<file path="src/rtl/keypad_pkg.sv">
// -----------------------------------------------------------------------------
// keypad_pkg
// Shared types and constants for the 4x4 matrix-keypad controller.
//   state_t     : controller FSM states (SCAN, DEBOUNCE, PRESSED, RELEASE)
//   ROW0..ROW3  : active-low row strobe codes, one bit low at a time
//   NO_KEY      : column return value with no key pressed
//   is_one_low  : true when exactly one bit of a 4-bit word is low
//   low_index   : index of the single low bit of a one-hot-low word
//   next_row    : row strobe rotation, illegal codes fall back to ROW0
// -----------------------------------------------------------------------------
package keypad_pkg;

    typedef enum logic [1:0] {
        SCAN     = 2'd0,
        DEBOUNCE = 2'd1,
        PRESSED  = 2'd2,
        RELEASE  = 2'd3
    } state_t;

    localparam logic [3:0] ROW0   = 4'b1110;
    localparam logic [3:0] ROW1   = 4'b1101;
    localparam logic [3:0] ROW2   = 4'b1011;
    localparam logic [3:0] ROW3   = 4'b0111;
    localparam logic [3:0] NO_KEY = 4'b1111;

    function automatic logic is_one_low(input logic [3:0] v);
        return (v == ROW0) || (v == ROW1) || (v == ROW2) || (v == ROW3);
    endfunction

    // Only meaningful for one-hot-low input; anything else maps to 0.
    function automatic logic [1:0] low_index(input logic [3:0] v);
        logic [1:0] idx;
        case (v)
            ROW1:    idx = 2'd1;
            ROW2:    idx = 2'd2;
            ROW3:    idx = 2'd3;
            default: idx = 2'd0;
        endcase
        return idx;
    endfunction

    function automatic logic [3:0] next_row(input logic [3:0] v);
        logic [3:0] nxt;
        case (v)
            ROW0:    nxt = ROW1;
            ROW1:    nxt = ROW2;
            ROW2:    nxt = ROW3;
            default: nxt = ROW0;
        endcase
        return nxt;
    endfunction

endpackage

</file>
<file path="src/rtl/keypad_sync.sv">
// -----------------------------------------------------------------------------
// keypad_sync
// Two-flop synchronizer for the asynchronous column returns. Both stages
// reset to NO_KEY so a reset never looks like a key press.
// Ports:
//   i_clk  in  system clock, rising edge
//   i_rst  in  asynchronous active-high reset
//   i_d    in  [3:0] raw column returns (asynchronous)
//   o_q    out [3:0] synchronized column returns
// -----------------------------------------------------------------------------
module keypad_sync
    import keypad_pkg::*;
(
    input  logic       i_clk,
    input  logic       i_rst,
    input  logic [3:0] i_d,
    output logic [3:0] o_q
);

    logic [3:0] r_meta;
    logic [3:0] r_sync;

    always_ff @(posedge i_clk or posedge i_rst) begin
        if (i_rst) begin
            r_meta <= NO_KEY;
            r_sync <= NO_KEY;
        end else begin
            r_meta <= i_d;
            r_sync <= r_meta;
        end
    end

    assign o_q = r_sync;

endmodule

</file>
<file path="src/rtl/keypad_ctrl.sv">
// -----------------------------------------------------------------------------
// keypad_ctrl
// 4x4 matrix-keypad scanner. Strobes rows low one at a time, samples the
// synchronized column returns once per scan tick, debounces press and
// release, holds the row while a key is down and hands one key event per
// press to the consumer.
//
// Optional feature: define KEYPAD_REPEAT_EN to get auto-repeat events while
// a key stays pressed (first after REPEAT_DLY ticks, then every REPEAT_RATE
// ticks). Without it each press yields exactly one event.
//
// Parameters:
//   SCAN_DIV    clocks per scan tick / row dwell (>= 4)
//   DB_CNT      stable ticks needed to accept a press or a release (>= 1)
//   REPEAT_DLY  ticks from press event to first repeat
//   REPEAT_RATE ticks between later repeats
// Ports:
//   clk        in   system clock, rising edge
//   rst        in   asynchronous active-high reset
//   SWC        in   [3:0] column returns, active-low, asynchronous
//   SWR        out  [3:0] row strobes, one bit low
//   key_code   out  [3:0] row_index*4 + col_index of the last event
//   key_valid  out  event pending
//   key_ready  in   consumer accept
//   key_held   out  high while a key is debounced-pressed
//   key_drop   out  one-cycle pulse when an event was discarded
//   dbg_state  out  current FSM state
//
// Handshake: an event transfers on a clock edge where key_valid && key_ready.
// key_valid stays high with key_code stable until that transfer. A new event
// arriving while an earlier one is still pending is discarded (key_drop),
// unless the pending one transfers on that same edge, in which case the new
// event takes its place.
// -----------------------------------------------------------------------------
module keypad_ctrl
    import keypad_pkg::*;
#(
    parameter int SCAN_DIV    = 16,
    parameter int DB_CNT      = 4,
    parameter int REPEAT_DLY  = 64,
    parameter int REPEAT_RATE = 16
) (
    input  logic       clk,
    input  logic       rst,
    input  logic [3:0] SWC,
    output logic [3:0] SWR,
    output logic [3:0] key_code,
    output logic       key_valid,
    input  logic       key_ready,
    output logic       key_held,
    output logic       key_drop,
    output state_t     dbg_state
);

    localparam int PW = $clog2(SCAN_DIV);
    localparam int DW = (DB_CNT < 2) ? 1 : $clog2(DB_CNT);

    // Elaboration-time parameter sanity checks.
    if (SCAN_DIV < 4) begin : g_bad_scan_div
        $error("keypad_ctrl: SCAN_DIV must be at least 4");
    end
    if (DB_CNT < 1) begin : g_bad_db_cnt
        $error("keypad_ctrl: DB_CNT must be at least 1");
    end
    if (REPEAT_DLY < 1 || REPEAT_RATE < 1) begin : g_bad_repeat
        $error("keypad_ctrl: REPEAT_DLY and REPEAT_RATE must be at least 1");
    end

    logic [3:0]    w_swc_s;
    logic [PW-1:0] r_presc;
    logic          w_tick;
    state_t        r_state;
    state_t        w_state_nxt;
    logic [3:0]    r_swr;
    logic [3:0]    r_pat;
    logic [3:0]    r_cap_code;
    logic [3:0]    r_code;
    logic [DW-1:0] r_db_cnt;
    logic          r_valid;
    logic          r_held;
    logic          r_drop;

    logic w_one_low;
    logic w_match;
    logic w_idle;
    logic w_db_done;
    logic w_swr_legal;
    logic w_capture;
    logic w_rotate;
    logic w_db_inc;
    logic w_db_clr;
    logic w_press_ev;
    logic w_rep_ev;
    logic w_emit;

    keypad_sync u_sync (
        .i_clk (clk),
        .i_rst (rst),
        .i_d   (SWC),
        .o_q   (w_swc_s)
    );

    // ---------------- scan prescaler ----------------
    assign w_tick = (r_presc == PW'(SCAN_DIV - 1));

    always_ff @(posedge clk or posedge rst) begin
        if (rst) begin
            r_presc <= '0;
        end else if (w_tick) begin
            r_presc <= '0;
        end else begin
            r_presc <= r_presc + PW'(1);
        end
    end

    // ---------------- column classification ----------------
    assign w_one_low   = is_one_low(w_swc_s);
    assign w_match     = (w_swc_s == r_pat);
    assign w_idle      = (w_swc_s == NO_KEY);
    // db_cnt holds the number of stable ticks already seen; this tick is the
    // DB_CNT-th one when the count is one short.
    assign w_db_done   = (r_db_cnt == DW'(DB_CNT - 1));
    assign w_swr_legal = is_one_low(r_swr);

    // ---------------- FSM: state register ----------------
    always_ff @(posedge clk or posedge rst) begin
        if (rst) begin
            r_state <= SCAN;
        end else begin
            r_state <= w_state_nxt;
        end
    end

    // ---------------- FSM: next state ----------------
    always_comb begin
        w_state_nxt = r_state;
        if (w_tick) begin
            case (r_state)
                SCAN: begin
                    if (w_one_low) w_state_nxt = DEBOUNCE;
                end
                DEBOUNCE: begin
                    if (!w_match)       w_state_nxt = SCAN;
                    else if (w_db_done) w_state_nxt = PRESSED;
                end
                PRESSED: begin
                    if (!w_match) w_state_nxt = RELEASE;
                end
                RELEASE: begin
                    if (w_idle) begin
                        if (w_db_done) w_state_nxt = SCAN;
                    end else if (w_match) begin
                        w_state_nxt = PRESSED;
                    end
                end
                default: w_state_nxt = SCAN;
            endcase
        end
    end

    // ---------------- FSM: action strobes ----------------
    always_comb begin
        w_capture  = 1'b0;
        w_rotate   = 1'b0;
        w_db_inc   = 1'b0;
        w_db_clr   = 1'b0;
        w_press_ev = 1'b0;
        if (w_tick) begin
            case (r_state)
                SCAN: begin
                    if (w_one_low) begin
                        w_capture = 1'b1;
                        w_db_clr  = 1'b1;
                    end else begin
                        w_rotate = 1'b1;
                    end
                end
                DEBOUNCE: begin
                    if (w_match) begin
                        w_db_inc   = 1'b1;
                        w_press_ev = w_db_done;
                    end else begin
                        w_rotate = 1'b1;
                    end
                end
                PRESSED: begin
                    if (!w_match) w_db_clr = 1'b1;
                end
                RELEASE: begin
                    if (w_idle) begin
                        w_db_inc = 1'b1;
                        w_rotate = w_db_done;
                    end else if (!w_match) begin
                        // Neither released nor the original key: restart the
                        // release count.
                        w_db_clr = 1'b1;
                    end
                end
                default: w_rotate = 1'b1;
            endcase
        end
    end

    // ---------------- auto-repeat ----------------
`ifdef KEYPAD_REPEAT_EN
    localparam int RMAX = (REPEAT_DLY > REPEAT_RATE) ? REPEAT_DLY : REPEAT_RATE;
    localparam int RW   = (RMAX < 2) ? 1 : $clog2(RMAX);

    logic [RW-1:0] r_rep_cnt;
    logic          r_rep_phase;   // 0: waiting for first repeat, 1: steady rate
    logic          w_rep_run;

    assign w_rep_run = w_tick && (r_state == PRESSED) && w_match;
    assign w_rep_ev  = w_rep_run &&
                       (r_rep_cnt == (r_rep_phase ? RW'(REPEAT_RATE - 1)
                                                  : RW'(REPEAT_DLY - 1)));

    // Cleared whenever we are not staying in PRESSED, so a RELEASE->PRESSED
    // bounce restarts the delay from zero.
    always_ff @(posedge clk or posedge rst) begin
        if (rst) begin
            r_rep_cnt   <= '0;
            r_rep_phase <= 1'b0;
        end else if (r_state != PRESSED || (w_tick && !w_match)) begin
            r_rep_cnt   <= '0;
            r_rep_phase <= 1'b0;
        end else if (w_rep_run) begin
            if (w_rep_ev) begin
                r_rep_cnt   <= '0;
                r_rep_phase <= 1'b1;
            end else begin
                r_rep_cnt <= r_rep_cnt + RW'(1);
            end
        end
    end
`else
    assign w_rep_ev = 1'b0;
`endif

    assign w_emit = w_press_ev || w_rep_ev;

    // ---------------- row strobe, capture, debounce counter ----------------
    always_ff @(posedge clk or posedge rst) begin
        if (rst) begin
            r_swr <= ROW0;
        end else if (!w_swr_legal) begin
            r_swr <= ROW0;
        end else if (w_rotate) begin
            r_swr <= next_row(r_swr);
        end
    end

    always_ff @(posedge clk or posedge rst) begin
        if (rst) begin
            r_pat      <= NO_KEY;
            r_cap_code <= 4'd0;
        end else if (w_capture) begin
            r_pat      <= w_swc_s;
            r_cap_code <= {low_index(r_swr), low_index(w_swc_s)};
        end
    end

    always_ff @(posedge clk or posedge rst) begin
        if (rst) begin
            r_db_cnt <= '0;
        end else if (w_db_clr) begin
            r_db_cnt <= '0;
        end else if (w_db_inc) begin
            r_db_cnt <= w_db_done ? '0 : r_db_cnt + DW'(1);
        end
    end

    // ---------------- event slot ----------------
    always_ff @(posedge clk or posedge rst) begin
        if (rst) begin
            r_code  <= 4'd0;
            r_valid <= 1'b0;
            r_drop  <= 1'b0;
        end else begin
            r_drop <= 1'b0;
            if (w_emit) begin
                if (!r_valid || key_ready) begin
                    r_code  <= r_cap_code;
                    r_valid <= 1'b1;
                end else begin
                    r_drop <= 1'b1;
                end
            end else if (r_valid && key_ready) begin
                r_valid <= 1'b0;
            end
        end
    end

    // Registered from next state so it rises on the same edge as key_valid.
    always_ff @(posedge clk or posedge rst) begin
        if (rst) begin
            r_held <= 1'b0;
        end else begin
            r_held <= (w_state_nxt == PRESSED) || (w_state_nxt == RELEASE);
        end
    end

    assign SWR       = r_swr;
    assign key_code  = r_code;
    assign key_valid = r_valid;
    assign key_held  = r_held;
    assign key_drop  = r_drop;
    assign dbg_state = r_state;

endmodule
</file>
<file path="config.mk">
export PLATFORM = sky130hd
export DESIGN_NAME = keypad_ctrl
export DESIGN_NICKNAME = d
export VERILOG_FILES = /design/src/rtl/keypad_pkg.sv /design/src/rtl/keypad_sync.sv /design/src/rtl/keypad_ctrl.sv
export SDC_FILE = /design/constraint.sdc
export NUM_CORES = 1
export LEC_CHECK = 0
export CORE_AREA = 4 4 63 65
export CTS_CLUSTER_DIAMETER = 150
export CTS_CLUSTER_SIZE = 40
export DETAILED_ROUTE_END_ITERATION = 12
export DIE_AREA = 0 0 67 69
export GPL_ROUTABILITY_DRIVEN = 0
export PLACE_DENSITY = 0.73
export SKIP_LAST_GASP = 1
export SYNTH_ARGS = -nofsm -noshare
export SYNTH_HDL_FRONTEND = slang
export SYNTH_SLANG_ARGS = --single-unit
</file>
<file path="constraint.sdc">
create_clock -name clk -period 2 [get_ports clk]
set_input_delay 0.4 -clock clk [delete_from_list [all_inputs] [get_ports clk]]
set_output_delay 0.4 -clock clk [all_outputs]
set_load 0.01 [all_outputs]
</file>
# Word level (Yosys, flattened, before mapping)
# Cells that the tools add are included.
# Widths: inputs -> output; s select.
[op_classes] n_addsub=2 eq_ne=19 muxes=41 reduce_logical=15
[op_table] op="$eq 4x4->1 const B" count=8
[op_table] op="$mux 2" count=11
[op_table] op="$mux 1" count=20
[op_table] op="$mux 4" count=3
[op_table] op="$pmux 2 s3" count=2
[op_table] op="$pmux 4 s3" count=1
[op_table] op="$eq 2x2->1 const B" count=5
[op_table] op="$eq 4x3->1 const B" count=2
[op_table] op="$logic_or 1x1->1" count=8
[op_table] op="$pmux 2 s4" count=1
[op_table] op="$pmux 1 s3" count=2
[op_table] op="$add 4x1->4 const B" count=1
[op_table] op="$eq 4x4->1" count=1
[op_table] op="$ne 2x1->1 const B" count=2
[op_table] op="$reduce_and 2->1" count=2
[op_table] op="$reduce_bool 2->1" count=2
[op_table] op="$add 2x1->2 const B" count=1
[op_table] op="$eq 2x1->1 const B" count=1
[op_table] op="$logic_not 2->1" count=1
[op_table] op="$pmux 1 s2" count=1
[op_table] op="$logic_and 1x1->1" count=1
[op_table] op="$logic_not 1->1" count=1
[word_totals] reg_bits=35 in_bits=7 out_inout_bits=13 elab_cells=89

# Logic depth before layout (Yosys ltp)
[logic_depth] depth_word=9 mapped_depth=9 depth_no_buf=6

# Modules after synthesis
# A second synthesis with hierarchy kept.
[unflattened] cells_unflattened=136 hier_area_um2=1689.1
[modules_own_cells] mod="keypad_ctrl" n_inst=1 cells_per_inst=127 area_per_inst_um2=1475.2 seq_area_each_um2=684.4
[modules_own_cells] mod="keypad_sync" n_inst=1 cells_per_inst=9 area_per_inst_um2=214.0 seq_area_each_um2=210.2

# Least setup slack after synthesis
# Ideal clock, no wire load.
[synth_path] kind="register to register" startpoint="reg u_sync.r_sync[2], in the netlist u_sync.o_q[2]" endpoint="reg r_pat[3]" setup_ns=0.082 arrival_time_ns=1.773 required_ns=1.918 setup_slack_ns=0.144 path_stages_with_launch=8 path_buffers=3 period_less_slack_ns=1.856 cell_sequence="dfstp_2 buf_4 xor2_1 a311oi_1 or3_1 buf_2 buf_6 mux2_4"
[synth_via] elab_chain_cells=7 word_cells_on_any_way=10 cone_classes="eq/ne: 4; mux: 3; reduce/logical: 3"
[synth_rtl] element="start, declared" line_no="keypad_sync.sv:21" rtl="logic [3:0] r_sync;"
[synth_rtl] element="start signal, assigned" line_no="keypad_sync.sv:29" rtl="r_sync <= r_meta;"
[synth_rtl] element="$eq 4x4->1" line_no="keypad_pkg.sv:27" rtl="return (v == ROW0) || (v == ROW1) || (v == ROW2) || (v == ROW3);"
[synth_rtl] element="$logic_or 1x1->1 (2 in series)" line_no="keypad_pkg.sv:27"
[synth_rtl] element="$logic_or 1x1->1 (*)" line_no="keypad_pkg.sv:27"
[synth_rtl] element="$mux 1 (*)" line_no="keypad_ctrl.sv:171" rtl="if (w_one_low) begin"
[synth_rtl] element="$mux 1 (*)" line_no="keypad_ctrl.sv:169" rtl="case (r_state)"
[synth_rtl] element="$mux 1 (*)" line_no="keypad_ctrl.sv:168" rtl="if (w_tick) begin"
[synth_rtl] element="end signal, assigned" line_no="keypad_ctrl.sv:258" rtl="r_pat <= w_swc_s;"
[synth_rtl] element="end, declared" line_no="keypad_ctrl.sv:75" rtl="logic [3:0] r_pat;"
# Mark *: on every way between the ends. The rest lies on a longest branch, timed or not.
# A chain may end at the register's enable or synchronous reset.

# Final worst setup path
[layout_path] startpoint="reg u_sync.r_sync[3], in the netlist u_sync.o_q[3]" endpoint="reg r_swr[2], in the netlist SWR[2]"
[layout_via] elab_chain_cells=8 word_cells_on_any_way=15 cone_classes="eq/ne: 7; mux: 5; reduce/logical: 3"
[layout_rtl] element="$eq 4x4->1" line_no="keypad_pkg.sv:27"
[layout_rtl] element="$logic_or 1x1->1 (3 in series)" line_no="keypad_pkg.sv:27"
[layout_rtl] element="$mux 1" line_no="keypad_ctrl.sv:171"
[layout_rtl] element="$pmux 1 s3 (*)" line_no="keypad_ctrl.sv:169"
[layout_rtl] element="$mux 1 (*)" line_no="keypad_ctrl.sv:168"
[layout_rtl] element="$ne 2x1->1 (no source line) (*)"
[layout_rtl] element="end signal, assigned" line_no="keypad_ctrl.sv:249" rtl="r_swr <= next_row(r_swr);"
[layout_rtl] element="end, declared" line_no="keypad_ctrl.sv:74" rtl="logic [3:0] r_swr;"
# Marked as above.

==> flow_summary_export.csv <==
group,metric,value,unit
synth,synth.distinct_cells,37,
clocking,cts_root_buffer,"clkbuf_4",
sta,fmax,520,MHz
clocking,cts_setup_buffers,0,
power_and_ir_drop,p_comb_share,9.7,%
hold_path,holdPathStages,0,
setup_path,crit_fanout,6,
cells_and_area,fillerInstances,283,
sta,max_slew_margin,72.6,%
place,io_buffer_count,19,
drt,drt_wl_total,2830,um
synth,netlist_instances,140,
synth,synth_flop_cell,"dfrtp_1",
sta,fin_tns_setup,0,ns
power_and_ir_drop,sw_frac_of_total,20.9,%
global_route,grt_overflow_total,0,
setup_path,crit_type,"reg -> reg",
setup_path,crit_path_top_delay_cell,"dfstp_2",
clocking,htree_levels,2,
floorplanning,start_util,49.0,%
power_and_ir_drop,internal_power,1.23,mW
sta,setup_violations,0,
cells_and_area,areaGrowthSynthToFinish,21.8,%
floorplanning,fp.dieH,69,um
drt,drt_iter0_drc,55,
synth,async_flop_share,100,%
power_and_ir_drop,clkPwrFrac,39.4,%
cells_and_area,nNetsFinal,175,
floorplanning,chipWidth,67,um
synth,synth_top_cell_by_area,"dfrtp_1",
drt,via_per_inst,5.29,
setup_path,cp-end-kind,"register",
cells_and_area,drive_above_1_share,29.3,%
synth,ys_warn_count,0,
drt,route.vias.total,1126,
drt,first_pass_iters,4,
sta,fin_skew,0.00922,ns
sta,report.final.slew_viol_count,0,
floorplanning,rows,21,
power_and_ir_drop,ir_worst_vdd,561,uV
global_route,grt_max_degree,36,
power_and_ir_drop,leakage,0.870,nW
global_route,grt_pass1_vias,1162,
setup_path,slowest_delay,0.57,ns
clocking,cts_tree,"built",
sta,rsz0062_at_grt,"yes",
cells_and_area,multi_input_area,661,sq um
clocking,clock_latency,0.34,ns
clocking,clock_path_buffers,2,
drt,ant_nets,0,
place,place_hpwl,2120,um
power_and_ir_drop,seq_power_share,51.0,%
cells_and_area,final_core_util,59.7,%
synth,ys_seq_elements,35,
setup_path,reg2regPathDepth,7,
setup_path,cp_data_arrival_time,2.19,ns
power_and_ir_drop,p_per_area,779,nW/um^2
global_route,grt_use_total,14.1,%
power_and_ir_drop,p_sw,0.324,mW
synth,syn_nets,149,
drt,drc_errors,0,
setup_path,crit_required,2.26,ns
floorplanning,coreArea,3340,sq um
cells_and_area,seqCellArea,896,sq um
cells_and_area,num_antenna_cells,0,
synth,avgSynthCellArea,11.7,sq um
global_route,grt_pass1_wl,4960,um
clocking,clkTransAtPathRegs,0.10,ns
setup_path,start_kind,"register",
setup_path,cp_cell_sequence,"buf_4, xnor2_1, nand4_2, buf_4, mux2i_1, o21a_1, mux2i_1",
outcome,status,"completed",
sta,fin_crit_sh,96.2,%
drt,post_drt_wl_per_cell,13.3,um
synth,synth_edf_count,0,
synth,ys_seq_area_share,54.7,%
synth,syn_area,1640,sq um
sta,fin_crit,1.92,ns
floorplanning,io_pins,20,
sta,hold_viol_final,0,
run,max-cap-violations,0,
clocking,cts_hold_buf,0,
synth,netlist_top_cells_area,"dfrtp_1 31%, dfstp_2 24%, mux2_2 4.8%",
global_route,grt_antenna_before_repair,0,
clocking,numCtsBuffers,5,
sta,worst_slew_pin_slew,0.410,ns
synth,synth_top_area_share,30.6,%
clocking,clock_sinks,35,
floorplanning,die_area,4620,sq um
power_and_ir_drop,fin_total_pwr,1.55,mW
hold_path,hold_class,"reg -> reg",
[synthesized netlist by cell type (3+ instances only)]
cell type and n:
nand2_1 10, xor2_1 5, a31o_2 3, xnor2_1 4, nor2_1 5, nand2b_1 3
mux2i_1 3, inv_1 5, o21ai_0 9, dfstp_2 15, or3_1 3, nand3_1 8
mux2_2 7, buf_6 4, a21o_1 3, a21oi_1 4, dfrtp_1 20
[area by class of cell]
class                           instances  share of cell area [%]
Multi-Input combinational cell         91                    33.2
Clock inverter                          2                    3.02
Timing Repair Buffer                   28                    12.9
Inverter                                5                   0.942
Tap cell                               46                    2.89
Clock buffer                            6                    2.07
Sequential cell                        35                    45.0
[layout by cell type (no fill, tap or decap), types with 3 or more instances in the layout]
cell type        count
clkdlybuf4s50_1     19
dfstp_2             15
o21ai_0              7
a31o_2               3
nor2_1               5
xor2_1               5
mux2_2               7
a21o_1               3
nand2b_1             3
buf_4                9
nand2_1             10
inv_1                5
dfrtp_1             19
a21oi_1              4
nand3_1              8
mux2i_1              3
xnor2_1              4
clkbuf_4             5
[final timing paths]
| check | from | slack (ns) | end |
|---|---|---|---|
| hold reg to reg | u_sync.r_meta[2] | 0.36 | u_sync.o_q[2] |
| max in group asynchronous | rst | 1.23 | SWR[3] |
| min in group asynchronous | rst | 0.44 | r_cap_code[0] |
| setup / recovery | u_sync.o_q[3] | 0.08 | SWR[2] |
| hold / removal | u_sync.r_meta[2] | 0.36 | u_sync.o_q[2] |
| setup reg to reg | u_sync.o_q[3] | 0.08 | SWR[2] |
[power groups by stage]
stage	Sequential (mW)	Clock, mW	Combinational, mW
after floorplan	0.792	0	0.101
after global placement	0.799	0	0.145
after detailed placement	0.802	0	0.150
after CTS	0.790	0.630	0.151
after global routing	0.797	0.669	0.166
final	0.791	0.611	0.150
[repair_timing]
item	in CTS	in global routing
setup endpoints to repair	1	9
pin swaps	0	0
gates resized for setup	1	5
[per-stage QoR]
step	cells	instance area, sq um	hold WS, ns	setup slack, ns
after floorplan	140	1640	0.345	0.144
after global placement	205	1880	0.346	0.0775
after detailed placement	205	1880	0.348	0.0101
after CTS	213	1980	0.356	0.0195
after global routing	213	1990	0.361	-0.00416
final	213	1990	0.358	0.0768
[metal layers]
metal / share of wire [%] / wire length, um / GRT usage [%]
met1: 41 / 1170 / 14.8
met2: 50 / 1430 / 24.1
met3: 6.2 / 176 / 5.52
met4: 1.9 / 54 / 6.08
met5: 0 / 0 / 0
[sequential cells by signal, indices dropped and copies added (netlist names)]
register and cells:
SWR 4, dbg_state 2, key_code 4, key_drop 1, key_held 1, key_valid 1, r_cap_code 4, r_db_cnt 2
r_pat 4, r_presc 4, u_sync.o_q 4, u_sync.r_meta 4
[critical path, delay by kind of cell (launching register included)]
| family | cells | cell delay (ns) |
|---|---|---|
| buffers and inverters | 2 | 0.33 |
| multiplexers | 2 | 0.44 |
| AO/OA/AOI/OAI | 1 | 0.21 |
| XOR/XNOR | 1 | 0.15 |
| AND/OR/NAND/NOR | 1 | 0.16 |
| flip-flops | 1 | 0.57 |
[kinds of logic (layout without fill, tap and decap cells)]
group                    Yosys count  in the layout  share of synthesized area [%]
AND/OR/NAND/NOR                   42             42                           14.8
AO/OA/AOI/OAI                     27             27                           10.9
flip-flops                        35             35                           54.7
multiplexers                      11             11                           7.57
buffers and inverters             14             41                           5.58
XOR/XNOR                           9              9                           4.82
adder cells (fa/ha/maj)            2              2                           1.53
Power figures use the tool's default switching activity.
